File: src/rtl/trdb_reg.sv
// Tracer configuration register bank with a packet-word FIFO drained through the DUMP register.
// Each request is a two-state handshake: one IDLE cycle performing the access, one ACK cycle with per_ready_o.
module trdb_reg #(
    parameter int ADDR_WIDTH = 12,
    parameter int FIFO_DEPTH = 16
) (
    input  logic                  clk_i,
    input  logic                  rst_i,
    input  logic                  per_valid_i,
    input  logic                  per_we_i,
    input  logic [ADDR_WIDTH-1:0] per_addr_i,
    input  logic [31:0]           per_wdata_i,
    output logic [31:0]           per_rdata_o,
    output logic                  per_ready_o,
    input  logic                  packet_valid_i,
    input  logic [31:0]           packet_data_i,
    output logic                  packet_ready_o,
    output logic                  trace_enable_o,
    output logic [31:0]           filter_lo_o,
    output logic [31:0]           filter_hi_o
);

    localparam int PW = $clog2(FIFO_DEPTH);
    localparam int LW = PW + 1;

    typedef enum logic {
        IDLE = 1'b0,
        ACK  = 1'b1
    } state_e;

    state_e          state_q, state_d;
    logic            enable_q, enable_d;
    logic            stall_en_q, stall_en_d;
    logic            overflow_q, overflow_d;
    logic [31:0]     filter_lo_q, filter_lo_d;
    logic [31:0]     filter_hi_q, filter_hi_d;
    logic [31:0]     rdata_q, rdata_d;
    logic [PW-1:0]   wr_ptr_q, wr_ptr_d;
    logic [PW-1:0]   rd_ptr_q, rd_ptr_d;
    logic [LW-1:0]   level_q, level_d;
    logic [31:0]     mem [FIFO_DEPTH];

    logic            access, wr_acc, rd_acc, in_window;
    logic            sel_ctrl, sel_status, sel_lo, sel_hi, sel_dump;
    logic            empty, full, pop, clear, push_req, push, ovf_evt;
    logic [31:0]     status_word, rd_val;
    logic [2:0]      reg_sel;
    logic            unused_addr_bits;

    // Bits above the 32-byte window must be zero so out-of-range addresses never alias a register.
    assign in_window        = (per_addr_i >> 5) == '0;
    assign reg_sel          = per_addr_i[4:2];
    assign unused_addr_bits = ^per_addr_i[1:0];

    assign access     = (state_q == IDLE) && per_valid_i;
    assign wr_acc     = access && per_we_i;
    assign rd_acc     = access && !per_we_i;
    assign sel_ctrl   = in_window && (reg_sel == 3'd0);
    assign sel_status = in_window && (reg_sel == 3'd1);
    assign sel_lo     = in_window && (reg_sel == 3'd2);
    assign sel_hi     = in_window && (reg_sel == 3'd3);
    assign sel_dump   = in_window && (reg_sel == 3'd4);

    assign empty = (level_q == '0);
    assign full  = (level_q == LW'(FIFO_DEPTH));
    assign pop   = rd_acc && sel_dump && !empty;
    assign clear = wr_acc && sel_ctrl && per_wdata_i[1];

    // A pop in the same cycle frees a slot, so a held word may enter even when full.
    assign packet_ready_o = !enable_q || !stall_en_q || !full || pop;
    assign push_req       = packet_valid_i && packet_ready_o && enable_q;
    assign push           = push_req && (!full || pop) && !clear;
    assign ovf_evt        = push_req && full && !pop;

    assign status_word = {15'b0, 9'(level_q), 5'b0, overflow_q, full, empty};

    always_comb begin
        rd_val = 32'h0;
        if (sel_ctrl)   rd_val = {29'b0, stall_en_q, 1'b0, enable_q};
        if (sel_status) rd_val = status_word;
        if (sel_lo)     rd_val = filter_lo_q;
        if (sel_hi)     rd_val = filter_hi_q;
        if (sel_dump && !empty) rd_val = mem[rd_ptr_q];
    end

    always_comb begin
        state_d     = state_q;
        enable_d    = enable_q;
        stall_en_d  = stall_en_q;
        filter_lo_d = filter_lo_q;
        filter_hi_d = filter_hi_q;
        rdata_d     = 32'h0;
        overflow_d  = overflow_q;
        case (state_q)
            IDLE: begin
                if (per_valid_i) begin
                    state_d = ACK;
                    if (per_we_i) begin
                        if (sel_ctrl) begin
                            enable_d   = per_wdata_i[0];
                            stall_en_d = per_wdata_i[2];
                        end
                        if (sel_lo) filter_lo_d = per_wdata_i;
                        if (sel_hi) filter_hi_d = per_wdata_i;
                        if (sel_status && per_wdata_i[2]) overflow_d = 1'b0;
                    end else begin
                        rdata_d = rd_val;
                    end
                end
            end
            ACK:     state_d = IDLE;
            default: state_d = IDLE;
        endcase
        // A new overflow event outranks a simultaneous write-1-to-clear.
        if (ovf_evt) overflow_d = 1'b1;
    end

    always_comb begin
        wr_ptr_d = wr_ptr_q;
        rd_ptr_d = rd_ptr_q;
        level_d  = level_q;
        if (clear) begin
            wr_ptr_d = '0;
            rd_ptr_d = '0;
            level_d  = '0;
        end else begin
            if (push) wr_ptr_d = wr_ptr_q + PW'(1);
            if (pop)  rd_ptr_d = rd_ptr_q + PW'(1);
            level_d = level_q + LW'(push) - LW'(pop);
        end
    end

    always_ff @(posedge clk_i or posedge rst_i) begin
        if (rst_i) begin
            state_q     <= IDLE;
            enable_q    <= 1'b0;
            stall_en_q  <= 1'b0;
            overflow_q  <= 1'b0;
            filter_lo_q <= 32'h0;
            filter_hi_q <= 32'h0;
            rdata_q     <= 32'h0;
            wr_ptr_q    <= '0;
            rd_ptr_q    <= '0;
            level_q     <= '0;
        end else begin
            state_q     <= state_d;
            enable_q    <= enable_d;
            stall_en_q  <= stall_en_d;
            overflow_q  <= overflow_d;
            filter_lo_q <= filter_lo_d;
            filter_hi_q <= filter_hi_d;
            rdata_q     <= rdata_d;
            wr_ptr_q    <= wr_ptr_d;
            rd_ptr_q    <= rd_ptr_d;
            level_q     <= level_d;
        end
    end

    always_ff @(posedge clk_i) begin
        if (push) mem[wr_ptr_q] <= packet_data_i;
    end

    assign per_ready_o    = (state_q == ACK);
    assign per_rdata_o    = rdata_q;
    assign trace_enable_o = enable_q;
    assign filter_lo_o    = filter_lo_q;
    assign filter_hi_o    = filter_hi_q;

endmodule

File: config.mk
export PLATFORM = sky130hd
export DESIGN_NAME = trdb_reg
export DESIGN_NICKNAME = d
export VERILOG_FILES = /design/src/rtl/trdb_reg.sv
export SDC_FILE = /design/constraint.sdc
export NUM_CORES = 1
export LEC_CHECK = 0
export CAP_MARGIN = 0
export CORE_ASPECT_RATIO = 1.75
export CORE_MARGIN = 5
export CORE_UTILIZATION = 55
export DETAILED_ROUTE_END_ITERATION = 8
export PLACE_DENSITY = 0.73
export SYNTH_ARGS = -nofsm -noshare
export SYNTH_HDL_FRONTEND = slang
export SYNTH_SLANG_ARGS = --single-unit
File: constraint.sdc
create_clock -name clk_i -period 4.9 [get_ports clk_i]
set_clock_uncertainty 0.1 [all_clocks]
set_input_delay 0.98 -clock clk_i [delete_from_list [all_inputs] [get_ports clk_i]]
set_output_delay 0.98 -clock clk_i [all_outputs]
set_load 0.005 [all_outputs]
# [After elaboration in Yosys (flattened, before gate mapping)]
# Memories as Yosys holds them, arrays and structs flattened.
# Index checks and enable logic that the tools add are counted.
[classes] addsub=4 eq_ne=6 mux=22 bitwise=1 reduce_logical=43
[op_table] operator="$mux 32" count=6
[op_table] operator="$logic_and 1x1->1" count=20
[op_table] operator="$mux 4" count=4
[op_table] operator="$reduce_and 4->1" count=4
[op_table] operator="$mux 13" count=1
[op_table] operator="$logic_not 12->1" count=1
[op_table] operator="$reduce_bool 2->1" count=5
[op_table] operator="$add 4x1->4 const B" count=2
[op_table] operator="$mux 1" count=8
[op_table] operator="$logic_not 1->1" count=7
[op_table] operator="$eq 3x2->1 const B" count=2
[op_table] operator="$add 5x1->5" count=1
[op_table] operator="$eq 5x5->1 const B" count=1
[op_table] operator="$logic_not 5->1" count=1
[op_table] operator="$mux 5" count=1
[op_table] operator="$sub 5x1->5" count=1
[op_table] operator="$logic_or 1x1->1" count=4
[op_table] operator="$eq 3x1->1 const B" count=1
[op_table] operator="$eq 3x3->1 const B" count=1
[op_table] operator="$logic_not 3->1" count=1
[op_table] operator="$mux 3" count=1
[op_table] operator="$ne 2x1->1 const B" count=1
[op_table] operator="$pmux 1 s2" count=1
[op_table] operator="$not 1->1" count=1
[totals] ff_bits=113 ramBits=512 input_bits=81 out_inout_bits=99 word_cells=87 mem_count=1
[mem_list] name="mem" depth=16 width=32 read_ports=1 rd_ports_with_merged_regs=0 write_ports=1 line="41" text="logic [31:0] mem [FIFO_DEPTH];"

# [Depth between registers and ports, before layout]
# Gate-level depths: netlist of the first run.
[logic_depth] depth_word=13 ltp_mapped=17 ltp_nobuf=17

# [Worst setup path before layout of the first run]
# Ideal clock, no wire load.
[synth_path] kind="input to register" start="input per_addr_i[8]" end="memory mem[4][0], enable pin" setup_time_ns=0.461 arrival_time_ns=4.508 setup_slack_ns=-0.169 path_stages=6 cell_sequence="or4_4 -> nor4b_4 -> a21oi_2 -> nor2_1 -> inv_2 -> nor3_1"
[synth_via] elab_chain_cells=11 elab_cells_between_ends=16
[synth_rtl] item="start, declared" line="11" text="input logic [ADDR_WIDTH-1:0] per_addr_i,"
[synth_rtl] item="$logic_not 12->1 *" line="51" text="assign in_window = (per_addr_i >> 5) == '0;"
[synth_rtl] item="$logic_and 1x1->1" line="62" text="assign sel_dump = in_window && (reg_sel == 3'd4);"
[synth_rtl] item="$logic_and 1x1->1 (2 in series)" line="66" text="assign pop = rd_acc && sel_dump && !empty;"
[synth_rtl] item="$logic_or 1x1->1" line="70" text="assign packet_ready_o = !enable_q || !stall_en_q || !full || pop;"
[synth_rtl] item="$logic_and 1x1->1 (2 in series)" line="71" text="assign push_req = packet_valid_i && packet_ready_o && enable_q;"
[synth_rtl] item="$logic_and 1x1->1" line="72" text="assign push = push_req && (!full || pop) && !clear;"
[synth_rtl] item="$logic_and 1x1->1 *" line="72"
[synth_rtl] item="$mux 1 *" line="160" text="if (push) mem[wr_ptr_q] <= packet_data_i;"
[synth_rtl] item="$mux 1 (not written as such) *" line="160"
[synth_rtl] item="end, declared" line="41"
# Mark *: on every way between the ends. The rest lies on a longest branch, timed or not.

# [Worst setup path in the final report of the first run]
[layout_path] start="input per_addr_i[8]" end="output packet_ready_o"
[layout_via] elab_chain_cells=5
[layout_rtl] item="$logic_not 12->1" line="51"
[layout_rtl] item="$logic_and 1x1->1" line="62"
[layout_rtl] item="$logic_and 1x1->1 (2 in series)" line="66"
[layout_rtl] item="$logic_or 1x1->1" line="70"
[layout_rtl] item="end, declared" line="17" text="output logic packet_ready_o,"
# Every way passes these cells.

==> out/results.ini, run 1 <==
[critical_path]
cp-start-kind=input port
crit_path_end_kind=primary output
crit_arrival_ns=3.15
crit_type=in2out
required_ns=3.82
path_max_fanout=5

[synthesis]
ys_types=55
netlist.area_leader.share=0.624
synth.avg_cell_area_sq_um=20.4
synthMuxAreaShare=0.181
synth_adder_area_share=0.00640
synth_common_cells=edfxtp_1, mux4_2, dfrtp_1
synth_most_common_cell=edfxtp_1
syn_inst=1209
synth_compound_area_frac=0.0270
netlist_area_sq_um=24600
ys_async_sr_fraction=0.181
synth_nets=1302
synth-main-ff-cell=edfxtp_1
synth-seq-area-share=0.739
yosys.area_share.simple=0.0300
yosys-top-cells-area=edfxtp_1, mux4_2, dfrtp_1, mux2_2, mux2i_1
synth_xor_area_frac=0.00249
ys_warn_count=0
synth_edf_count=512
yosysTopAreaCell=edfxtp_1
synth_top_family_by_area=multiplexers
ys_seq_elements=625

[route]
drt_iter0_drc=969
drc=0
drt_wl_total_mm=53.9
ant_nets=0
viasPerCell=6.05
wl_per_cell_um=26.5
first_pass_iters=5
via_count=12318

[power]
leakagePower_nw=9.81
peakVddDrop_uv=312
powerDensity_nw_per_um2=358

[floorplan]
die_area_sq_um=49300
die_h_um=290
die_w_um=170
ios=180
start_util=0.556
rows=102
core_area_sq_um=44300

[finish]
final_nets=1513
drive_gt1_frac=0.274
areaGrowthSynthToFinish_pct=18.4
num-fill-cells=2875
fin_cells=2037
postLayoutCellArea_sq_um=29200

[placement]
dpl.cell_count=1938
place_area_sq_um=27400
place.gp.congestion=0.883
place_ws_ns=0.354
hpwl_mm=32.6
port_buffers=177

[grt]
grt_max_degree=64
grt_first_pass_wirelength_mm=82.6
grt_usage=0.222
grt_pass1_vias=13176
overflow=0
antenna_found_initial=1

[timing]
min_period_over_period=0.862
maxSlewViolCount=0
final_hold_viol_count=0
worst_slack_ns=0.674
min_period_ns=4.23
fin_setup_tns_ns=0
rsz0062_at_grt=no
worst_pin_slew_ns=0.892
relSlewSlack=0.405
fmax_mhz=237
setup_violations=0

[clock_tree]
cts_sinks=625
cts-root-buf=clkbuf_16
max-clock-path-buffers=3
ctsResizeCount=0
clk_pin_slew_ns=0.07
postCtsSetupBuffers=0
cts_buffers=52
cts_tree=yes
clk_latency_ns=0.58
htreeDepth=2
cts_hold_buf=0

[worst_hold_path]
hold_path.class=reg2reg

[run]
cap_violations=0

[status]
status=completed

==> through the flow <==
step                      total power, W  hold WS, ns   util
after floorplan                  0.00605        0.346      -
after global placement           0.00622        0.380  0.618
after detailed placement         0.00623        0.392  0.618
after CTS                         0.0105        0.406  0.658
after global routing              0.0108        0.448  0.658
final                             0.0104        0.411  0.658
==> cells by family (layout without fill, tap and decap cells) <==
| kind of cell | Yosys count | in the layout |
|---|---|---|
| other cells | 0 | 1 |
| flops | 625 | 625 |
| buf+inv | 77 | 332 |
| simple gates | 139 | 139 |
| xor+xnor | 7 | 7 |
| compound gates | 72 | 72 |
| fa+ha+maj | 12 | 12 |
| mux | 277 | 277 |
==> layout make-up <==
cell class              count  area (sq um)  area share
well taps                 572           716      0.0245
multi-input cells         507          6140       0.211
diodes                      1          2.50   0.0000858
flip-flops and latches    625         18200       0.625
clock inverters            35           402      0.0138
clock buffers              63          1400      0.0481
inverters                  14          56.3     0.00193
repair buffers            220          2230      0.0764
==> worst paths after layout <==
check,cells past startpoint,slack (ns),to,startpoint
worst min-delay path,2,0.41,overflow_q$_DFFE_PP0P_,overflow_q$_DFFE_PP0P_
worst min register to register,2,0.41,overflow_q$_DFFE_PP0P_,overflow_q$_DFFE_PP0P_
max in group asynchronous,3,3.02,per_rdata_o[27]$_DFF_PP0_,rst_i
worst max register to register,17,1.34,level_q[4]$_DFF_PP0_,level_q[3]$_DFF_PP0_
min in group asynchronous,2,0.83,filter_hi_o[13]$_DFFE_PP0P_,rst_i
worst max-delay path,6,0.67,packet_ready_o,per_addr_i[8]
==> cells in the final DEF (no fill, tap or decap), types with 31 or more instances in the layout <==
| cell | count |
|---|---|
| clkbuf_16 | 53 |
| edfxtp_1 | 512 |
| mux4_2 | 126 |
| nor2_1 | 31 |
| mux2_2 | 89 |
| dfrtp_1 | 110 |
| mux2i_1 | 62 |
| buf_4 | 32 |
| nand2_1 | 37 |
| clkdlybuf4s50_1 | 176 |
==> critical path, cell delays in order <==
cell,delay [ns]
clkdlybuf4s50_1,0.43
or4_4,0.60
nor4b_4,0.33
nand2_2,0.15
nand4_1,0.13
clkdlybuf4s50_1,0.51
==> report_power, final <==
group	switching, W	leakage, nW	total [W]	internal (W)
Combinational	0.000180	2.76	0.000326	0.000146
Sequential	0.0000213	6.16	0.00579	0.00577
Clock	0.00184	0.888	0.00432	0.00248
Total	0.00204	9.81	0.0104	0.00839
==> state kept, by name, indices dropped and copies added, names as in the netlist <==
name	cells
filter_hi_o	32
filter_lo_o	32
level_q	5
mem	512
overflow_q	1
per_rdata_o	32
per_ready_o	1
rd_ptr_q	4
stall_en_q	1
trace_enable_o	1
wr_ptr_q	4
==> per-layer routing <==
metal | up-vias | GRT usage | part of all wire
met2 | 438 | 0.385 | 0.53
met1 | 6480 | 0.299 | 0.38
li1 | 5330 | - | -
met3 | 70 | 0.0324 | 0.062
met4 | 0 | 0.0515 | 0.018
met5 | - | 0 | 0
Power figures use the tool's default switching activity.
==> inputs of run 2 (changes only) <==
CAP_MARGIN = 20   (was 0)
==> results of run 2 <==
Same layout as run 1: the final DEF is identical, and so are final timing and power.
==> inputs of run 3 (changes only) <==
ABC_AREA = 1   (was not set)
PLACE_DENSITY = 0.72   (was 0.73)
clock period = 5.4 ns   (was 4.9 ns; I/O delays follow)
==> out/results.ini, run 3 <==
[route]
drc=0  ; unchanged
drt_wl_total_mm=67.8  ; was 53.9 mm
drt_iter0_drc=1772  ; was 969
viasPerCell=5.74  ; was 6.05
wl_per_cell_um=21.3  ; was 26.5 um
via_count=18231  ; was 12,318
ant_nets=0  ; unchanged
first_pass_iters=5  ; unchanged

[clock_tree]
postCtsSetupBuffers=0  ; unchanged
htreeDepth=2  ; unchanged
max-clock-path-buffers=3  ; unchanged
clk_latency_ns=0.59  ; was 0.58 ns
cts_tree=yes  ; unchanged
cts-root-buf=clkbuf_16  ; unchanged
cts_buffers=54  ; was 52
ctsResizeCount=0  ; unchanged
cts_hold_buf=0  ; unchanged
cts_sinks=625  ; unchanged
clk_pin_slew_ns=0.07  ; about the same

[grt]
overflow=0  ; unchanged
grt_usage=0.256  ; was 0.222
grt_first_pass_wirelength_mm=103  ; was 82.6 mm
grt_pass1_vias=17824  ; was 13,176
grt_max_degree=159  ; was 64
antenna_found_initial=6  ; was 1

[critical_path]
ff2ff_setup_slack_ns=1.89  ; was 1.34 ns
path_cells=clkdlybuf4s50_1 > nor2_1 > nand2_1 > nor2_4 > nand4_2 > nand2_2 > clkdlybuf4s50_1  ; was clkdlybuf4s50_1 > or4_4 > nor4b_4 > nand2_2 > nand4_1 > clkdlybuf4s50_1
critPathTopFamily=simple AND/OR/NAND/NOR gates  ; unchanged
crit_path_end_kind=primary output  ; unchanged
crit_type=in2out  ; unchanged
cp.buffers_inverters=2  ; unchanged
slowest_stage=clkdlybuf4s50_1  ; was or4_4
r2r-end=level_q[4]$_DFF_PP0_  ; unchanged
crit_arrival_ns=2.99  ; was 3.15 ns
timing.rr.start=per_ready_o$_DFF_PP0_  ; was level_q[3]$_DFF_PP0_
required_ns=4.22  ; was 3.82 ns
cp-start-kind=input port  ; unchanged
r2r_cells=15  ; was 17
cpMostUsedCell=clkdlybuf4s50_1  ; unchanged
path_max_fanout=19  ; was 5
worstSetupPathDepth=7  ; was 6
max_stage_delay_ns=0.53  ; was 0.60 ns

[timing]
relSlewSlack=0.307  ; was 0.405
setup_violations=0  ; unchanged
worst_pin_slew_ns=1.04  ; was 0.892 ns
timing.hold.ws_ns=0.423  ; was 0.411 ns
rsz0062_at_grt=no  ; unchanged
maxSlewViolCount=0  ; unchanged
final_hold_viol_count=0  ; unchanged
fmax_mhz=240
min_period_ns=4.17
fin_setup_tns_ns=0  ; unchanged
min_period_over_period=0.772

[power]
switching_share=0.204  ; was 0.196
intPower_w=0.00769  ; was 0.00839 W
leakagePower_nw=12.2  ; was 9.81 nW
combPwrFrac=0.041  ; was 0.031
seqPwrFrac=0.544  ; was 0.555
peakVddDrop_uv=292  ; was 312 uV
powerDensity_nw_per_um2=318  ; was 358 nW/um^2
power.switching_w=0.00197  ; was 0.00204 W
clockPowerShare=0.415  ; was 0.414

[synthesis]
netlist_area_sq_um=26100  ; was 24,600 sq um
synth-seq-area-share=0.697  ; was 0.739
synth-main-ff-cell=edfxtp_1  ; unchanged
ys_warn_count=0  ; unchanged
ys_seq_elements=625  ; unchanged
synth_edf_count=512  ; unchanged
synthMuxAreaShare=0.0115  ; was 0.181
synth_nets=2493  ; was 1,302
synth_common_cells=nand2_1, edfxtp_1, nand3_1  ; was edfxtp_1, mux4_2, dfrtp_1
ys_async_sr_fraction=0.181  ; unchanged
synth_most_common_cell=nand2_1  ; was edfxtp_1
synth.avg_cell_area_sq_um=10.9  ; was 20.4 sq um
netlist.area_leader.share=0.588  ; was 0.624
synth_xor_area_frac=0.000670  ; was 0.00249
yosysTopAreaCell=edfxtp_1  ; unchanged
synth_compound_area_frac=0.0171  ; was 0.0270
yosys.area_share.simple=0.221  ; was 0.0300
synth_adder_area_share=0.00603  ; was 0.00640
synth_top_family_by_area=simple AND/OR/NAND/NOR gates  ; was multiplexers
ys_types=32  ; was 55
yosys-top-cells-area=edfxtp_1, nand2_1, dfrtp_1, nand3_1, inv_1  ; was edfxtp_1, mux4_2, dfrtp_1, mux2_2, mux2i_1
syn_inst=2400  ; was 1,209

[placement]
hpwl_mm=39.2  ; was 32.6 mm
place.gp.congestion=0.931  ; was 0.883
port_buffers=177  ; unchanged

[floorplan]
start_util=0.556  ; about the same
core_area_sq_um=47000  ; was 44,300 sq um
die_h_um=298  ; was 290 um
die_w_um=175  ; was 170 um
die_area_sq_um=52100  ; was 49,300 sq um
ios=180  ; unchanged
rows=105  ; was 102

[finish]
areaGrowthSynthToFinish_pct=16.5  ; was 18.4%
regMostFlops=mem  ; unchanged
final_cell_mix=nand2_1, edfxtp_1, nand3_1  ; was edfxtp_1, clkdlybuf4s50_1, mux4_2
drive_gt1_frac=0.0670  ; was 0.274
largest_reg_flops=512  ; unchanged
final_nets=2629  ; was 1,513
final_common_cell=nand2_1  ; was edfxtp_1

[worst_hold_path]
min_to=filter_lo_o[2]$_DFFE_PP0P_  ; was overflow_q$_DFFE_PP0P_
holdPathStages=2  ; unchanged
hold_path.class=reg2reg  ; unchanged
hp-start=filter_lo_o[2]$_DFFE_PP0P_  ; was overflow_q$_DFFE_PP0P_

[run]
cap_violations=0  ; unchanged

[status]
status=completed  ; unchanged

-- run 3: layout make-up --
cell class                      instances  area [sq um]
Antenna cell                            4          10.0
Tap cell                              588           736
Clock buffer                           62          1460
Inverter                              164           629
Fill cell                            3493         16600
Timing Repair Buffer                  221          2180
Clock inverter                         40           400
Multi-Input combinational cell       1470          6810
Sequential cell                       625         18200
-- run 3: per-layer routing --
| layer | track usage | up-vias | wire length [um] |
|---|---|---|---|
| li1 | - | 8430 | - |
| met1 | 0.315 | 8829 | 24700 |
| met2 | 0.456 | 784 | 35400 |
| met3 | 0.0341 | 184 | 4640 |
| met4 | 0.107 | 4 | 2960 |
| met5 | 0 | - | 30 |
-- run 3: worst reg2reg max path: cells and delay by family (launching register included) --
| kind | cells | cell delay [ns] |
|---|---|---|
| AO/OA/AOI/OAI | 1 | 0.07 |
| adder cells (fa/ha/maj) | 3 | 0.80 |
| AND/OR/NAND/NOR | 5 | 1.18 |
| XOR/XNOR | 1 | 0.14 |
| flip-flops | 1 | 0.42 |
| buffers and inverters | 5 | 0.69 |
-- run 3: per-stage QoR --
stage	cell area [sq um]	worst slack [ns]	total power [W]	util	std cells
2_1_floorplan	26100	0.607	0.00556	-	2400
3_3_place_gp	28500	0.748	0.00573	0.607	3067
3_5_place_dp	28500	0.734	0.00575	0.607	3067
4_1_cts	30400	1.22	0.00971	0.646	3169
5_1_grt	30400	1.11	0.00996	0.647	3173
6_report	30400	1.23	0.00966	0.647	3174
-- run 3: worst max-delay path by stage --
stage | from | end | slack [ns]
floorplan | per_addr_i[11] | mem[10][0]$_DFFE_PP_ | 0.61
global placement | per_addr_i[11] | level_q[4]$_DFF_PP0_ | 0.75
detailed placement | per_addr_i[11] | level_q[4]$_DFF_PP0_ | 0.73
CTS | per_addr_i[11] | packet_ready_o | 1.22
global route | per_addr_i[11] | level_q[4]$_DFF_PP0_ | 1.11
finish | per_addr_i[11] | packet_ready_o | 1.23
-- run 3: cells by family (layout without fill, tap and decap cells) --
| group | count (synthesis) | in the layout |
|---|---|---|
| AO/OA/AOI/OAI | 87 | 87 |
| AND/OR/NAND/NOR | 1339 | 1339 |
| other | 0 | 4 |
| adder cells (fa/ha/maj) | 12 | 12 |
| buffers and inverters | 305 | 487 |
| XOR/XNOR | 2 | 2 |
| flip-flops | 625 | 625 |
| multiplexers | 30 | 30 |
-- run 3: power groups by stage --
stage	combinational (W)	clock (W)	sequential, W
4_1_cts	0.000393	0.00406	0.00526
2_1_floorplan	0.000213	0	0.00535
3_5_place_dp	0.000389	0	0.00536
3_3_place_gp	0.000376	0	0.00536
6_report	0.000393	0.00401	0.00526
5_1_grt	0.000438	0.00426	0.00526
